==> src/rtl/rs_enc_param.sv <==
// Systematic RS encoder over GF(2^8): message passes through, then NSYM parity symbols, 1-cycle latency.
// Single output register; stalls (in_ready=0) while downstream holds off or parity is being emitted.
module rs_enc_param #(
    parameter int         NSYM      = 16,
    parameter logic [8:0] PRIM_POLY = 9'h11D,
    parameter int         FCR       = 0
) (
    input  logic       clk,
    input  logic       rst,
    input  logic       in_valid,
    output logic       in_ready,
    input  logic [7:0] in_data,
    input  logic       in_last,
    output logic       out_valid,
    input  logic       out_ready,
    output logic [7:0] out_data,
    output logic       out_parity,
    output logic       out_last
);
    localparam int CW = $clog2(NSYM) + 1;

    function automatic logic [7:0] gf_mul(input logic [7:0] a, input logic [7:0] b);
        logic [7:0] p;
        logic [7:0] x;
        p = 8'h00;
        x = a;
        for (int k = 0; k < 8; k++) begin
            if (b[k]) p = p ^ x;
            x = x[7] ? ((x << 1) ^ PRIM_POLY[7:0]) : (x << 1);
        end
        return p;
    endfunction

    // Low-order-first coefficients of prod (x + alpha^(FCR+i)); the monic top term is implicit.
    function automatic logic [NSYM*8-1:0] gen_poly();
        logic [7:0]        c [NSYM+1];
        logic [7:0]        root;
        logic [NSYM*8-1:0] res;
        for (int j = 0; j <= NSYM; j++) c[j] = 8'h00;
        c[0] = 8'h01;
        root = 8'h01;
        for (int k = 0; k < FCR; k++) root = gf_mul(root, 8'h02);
        for (int i = 0; i < NSYM; i++) begin
            for (int j = NSYM; j > 0; j--) c[j] = c[j-1] ^ gf_mul(c[j], root);
            c[0] = gf_mul(c[0], root);
            root = gf_mul(root, 8'h02);
        end
        res = '0;
        for (int j = 0; j < NSYM; j++) res[j*8 +: 8] = c[j];
        return res;
    endfunction

    localparam logic [NSYM*8-1:0] G = gen_poly();

    typedef enum logic [1:0] {IDLE, MSG, PARITY} state_t;

    state_t          state_q;
    logic [7:0]      r_q   [NSYM];
    logic [7:0]      r_upd [NSYM];
    logic [7:0]      r_shf [NSYM];
    logic [CW-1:0]   cnt_q;
    logic            out_valid_q, out_parity_q, out_last_q;
    logic [7:0]      out_data_q;
    logic            load_ok, accept;
    logic [7:0]      fb;

    always_comb begin
        load_ok  = !out_valid_q || out_ready;
        in_ready = rst && load_ok && (state_q != PARITY);
        accept   = in_valid && in_ready;
        fb       = in_data ^ r_q[NSYM-1];
        r_upd[0] = gf_mul(G[7:0], fb);
        r_shf[0] = 8'h00;
        for (int i = 1; i < NSYM; i++) begin
            r_upd[i] = r_q[i-1] ^ gf_mul(G[i*8 +: 8], fb);
            r_shf[i] = r_q[i-1];
        end
    end

    always_ff @(posedge clk or negedge rst) begin
        if (!rst) begin
            state_q      <= IDLE;
            cnt_q        <= '0;
            out_valid_q  <= 1'b0;
            out_data_q   <= 8'h00;
            out_parity_q <= 1'b0;
            out_last_q   <= 1'b0;
            for (int i = 0; i < NSYM; i++) r_q[i] <= 8'h00;
        end else if (state_q == PARITY) begin
            if (load_ok) begin
                out_valid_q  <= 1'b1;
                out_data_q   <= r_q[NSYM-1];
                out_parity_q <= 1'b1;
                out_last_q   <= (cnt_q == CW'(NSYM-1));
                r_q          <= r_shf;
                // Shifting NSYM times empties the LFSR, so the next codeword starts clean.
                if (cnt_q == CW'(NSYM-1)) begin
                    cnt_q   <= '0;
                    state_q <= IDLE;
                end else begin
                    cnt_q <= cnt_q + 1'b1;
                end
            end
        end else if (accept) begin
            out_valid_q  <= 1'b1;
            out_data_q   <= in_data;
            out_parity_q <= 1'b0;
            out_last_q   <= 1'b0;
            r_q          <= r_upd;
            state_q      <= in_last ? PARITY : MSG;
        end else if (out_ready) begin
            out_valid_q <= 1'b0;
        end
    end

    assign out_valid  = out_valid_q;
    assign out_data   = out_data_q;
    assign out_parity = out_parity_q;
    assign out_last   = out_last_q;
endmodule
==> config.mk <==
export PLATFORM = sky130hd
export DESIGN_NAME = rs_enc_param
export DESIGN_NICKNAME = d
export VERILOG_FILES = /design/src/rtl/rs_enc_param.sv
export SDC_FILE = /design/constraint.sdc
export NUM_CORES = 1
export LEC_CHECK = 0
export CAP_MARGIN = 20
export CORE_MARGIN = 2
export CORE_UTILIZATION = 45
export CTS_CLUSTER_SIZE = 16
export DETAILED_ROUTE_END_ITERATION = 6
export GPL_TIMING_DRIVEN = 1
export PLACE_DENSITY = 0.59
export REMOVE_ABC_BUFFERS = 1
export SYNTH_ARGS = -nofsm -noshare
export SYNTH_HDL_FRONTEND = slang
export SYNTH_SLANG_ARGS = --single-unit
==> constraint.sdc <==
create_clock -name clk -period 6 [get_ports clk]
set_input_delay 1.8 -clock clk [delete_from_list [all_inputs] [get_ports clk]]
set_output_delay 1.8 -clock clk [all_outputs]
set_load 0.01 [all_outputs]
[Word level (Yosys, flattened, before mapping)]
Cells that the tools add are included.
Operators by class
  multiplexer cells: 140
  multipliers: 0
  reductions and logical operators: 11
  magnitude comparators: 0
  shift-type cells: 0
  bitwise gates (word level): 121
  $add $sub $neg: 1
  eq/ne operators: 5
  div/mod/pow operators: 0
Operators by type and width (number)
  $mux 8: 60
  $mux 128: 3
  $mux 7: 30
  $not 5->5: 29
  $xor 8x8->8: 16
  $mux 6: 18
  $not 3->3: 28
  $not 4->4: 21
  $not 6->6: 13
  $mux 5: 10
  $not 7->7: 3
  $mux 4: 4
  $not 2->2: 6
  $mux 2: 5
  $mux 1: 8
  $not 8->8: 1
  $mux 3: 2
  $reduce_and 2->1: 3
  $add 5x1->5 const B: 1
  $eq 5x4->1 const B: 1
  $ne 2x2->1 const B: 2
  $not 1->1 const A: 4
  $logic_and 1x1->1: 3
  $reduce_and 3->1: 1
  6 further kinds: 6
Storage, ports and cells
  word-level logic and storage cells: 300
  latch bits: 0
  output and inout port bits: 12
  ROM bits: 0
  bits of input ports: 13
  memories: 0
  register bits after elaboration: 146
  bits in writable memories: 0

[Depth between registers and ports, before layout]
  depth after elaboration: 19
  depth in mapped cells: 8

[Least setup slack after synthesis]
Ideal clock, no wire load.
  path kind: input to output
  start point: input port out_ready
  end point: output port in_ready
  setup slack: 1.845 ns
  data arrival time: 2.355 ns
  stages on the path: 4
  data required time: 4.200 ns
  cell sequence: nor2b_1 -> clkbuf_1 -> nor2_1 -> and2_1
Between the ends
  longest elaborated chain between the ends: 3
Ends and longest elaborated chain
  start, declared: line 15  | input logic out_ready,
  $logic_or 1x1->1: line 68  | load_ok = !out_valid_q || out_ready;
  $logic_and 1x1->1 (2 in a row): line 69  | in_ready = rst && load_ok && (state_q != PARITY);
  end, declared: line 11  | output logic in_ready,
No other way between the ends.

[Worst setup path in the final report]
Ends and elaborated chain as after synthesis.

==> results.cfg <==
[outcome]
outcome = finished clean

[route]
drtPass1Iterations = 5
route.detailed.wl_per_inst_um = 18.0
final_antenna_net_count = 0
route.vias.total = 6138
vias_per_cell = 5.30
drc = 0
dr.first_iter.drc_count = 375
drt_wl_total_mm = 20.8

[setup_path]
end_kind = primary output
crit_fanout = 7
cp.arrival_ns = 3.45
cp_top_family = buffers and inverters
worstPathRequired_ns = 4.20
critPathKind = in2out
crit_path_start_kind = input pin
slowest_stage = clkdlybuf4s50_1
cp_cell_sequence = clkdlybuf4s50_1 -> nor2b_1 -> nor2_1 -> and2_1 -> clkdlybuf4s50_1
path_common_cell = clkdlybuf4s50_1
cpPeakStageDelay_ns = 0.47
cp_num_buf_inv = 2

[layout]
most-common-layout-cells = 146 x dfrtp_1, 111 x o21ai_0, 110 x nor2_1
layout-drive-gt1-share_pct = 8.73
nNetsFinal = 895
mostFrequentLayoutCell = dfrtp_1
fin_cells = 1158
area_growth_pct = 12.1
diodes = 0
final_core_util_pct = 51.0

[synthesis]
synthSimpleGateAreaFrac_pct = 14.8
synth_top_family_by_area = XOR/XNOR gates
synthAdderAreaFrac_pct = 0.142
ys_types = 36
yosys_warnings = 0
synth_edf_count = 0
ys_ff_latch = 146
synth_area_um2 = 8790
synthMuxAreaShare_pct = 0.384
synth-async-reset-ratio_pct = 100
synth_cells = 882
synth_compound_area_share_pct = 14.2
synth_area_per_cell_um2 = 9.97
synth_seq_area_share_pct = 41.5
synthXorXnorAreaFrac_pct = 25.9
ys.flop_type = dfrtp_1

[timing]
drv_slew = 0
min_period_over_period_pct = 87.4
relSlewSlack_pct = 28.5
rsz0062_at_grt = no
min_period_ns = 5.25
final.setup.worst_slack_ns = 0.753
timing.hold.ws_ns = 0.475
setup_viol_count_final = 0
fmax_mhz = 191
worst_pin_slew_ns = 1.07
hold_viol = 0
finalClockSkew_ns = 0.0101

[floorplan]
core_area_um2 = 19300
die_width_um = 144
die_y_um = 144
pin_count = 25
initial_core_util_pct = 45.5
die-area_um2 = 20700
num_rows = 51

[grt]
grt.total_usage_pct = 22.0
grt_pass1_wl_mm = 34.0
antenna_found_initial = 0
grt_overflow = 0
grt_pass1_vias = 5893
grt_max_degree = 103

[flow_run]
maxCapViolations = 0

[clock_tree]
clk_pin_slew_worst_paths_ns = 0.06
post_cts_buffers = 0
cts-htree-levels = 4
clockBufferDepth = 2
ctsHoldBuffers = 0
cts_tree = built
clk_latency_ns = 0.43
root_buffer = clkbuf_16
cts.sinks = 146
cts_made_buffers = 17
cts_resized = 0

[placed_design]
place_inst = 1127
place_ws_ns = 0.764
numPortBuffers = 24
dp_hpwl_mm = 13.6
place_congestion = 0.785

[min_path]
hold_path_class = reg2reg
## synth_stat cells (8+ instances only)
| cell type | instances | area, um2 |
|---|---|---|
| a31oi_1 | 79 | 494 |
| clkbuf_1 | 44 | 165 |
| dfrtp_1 | 146 | 3650 |
| nand2_1 | 89 | 334 |
| nor2_1 | 110 | 413 |
| o21ai_0 | 111 | 556 |
| or3_1 | 71 | 444 |
| xnor2_1 | 96 | 841 |
| xnor2_2 | 10 | 163 |
| xnor2_4 | 8 | 220 |
| xnor3_1 | 39 | 878 |
| xor2_1 | 8 | 70.1 |
## flip-flops by register name, summed over array words and instances, names as in the netlist
register / cells
cnt_q: 5
out_parity: 1
out_data: 8
out_last: 1
out_valid: 1
state_q: 2
r_q: 128
## per-layer routing
metal | vias to the layer above | track usage [%] | wire (um)
met2 | 84 | 33.5 | 9370
met1 | 2952 | 32.0 | 10300
met4 | 0 | 6.97 | 406
met3 | 23 | 4.00 | 702
li1 | 3079 | - | -
met5 | - | 0 | 0
## cell type report
cell class,count,area [um2]
tap,265,332
clock buffer,23,488
sequential,146,3650
fill,1746,9480
clock inverter,8,77.6
timing repair buffer,42,402
multi-input combinational,674,4900
## final timing paths
check / cells after the start / slack (ns) / endpoint / startpoint
max: 5 / 0.75 / in_ready / out_ready
min: 1 / 0.48 / out_parity / out_parity
max reg2reg: 5 / 3.07 / r_q[116] / r_q[6]
min reg2reg: 1 / 0.48 / out_parity / out_parity
max in group asynchronous: 3 / 2.95 / r_q[111] / rst
min in group asynchronous: 1 / 1.30 / cnt_q[2] / rst
## stage by stage
stage / TNS [ns] / area [um2]
finish: 0 / 9850
global route: 0 / 9850
CTS: 0 / 9850
detailed placement: 0 / 9290
global placement: 0 / 9290
floorplan: -243.26 / 8530
## cell families (layout without fill, tap and decap cells)
kind of cell | count (synthesis) | after routing
adders and majority gates | 1 | 1
DFF | 146 | 146
and+or+nand+nor | 286 | 286
xor gates and xnor gates | 166 | 166
muxes | 3 | 3
buffers and inverters | 62 | 73
AOI/OAI and AO/OA | 218 | 218
Power is not shown: default switching activity piles up to over one toggle a cycle in this logic, so the estimate is an artifact.
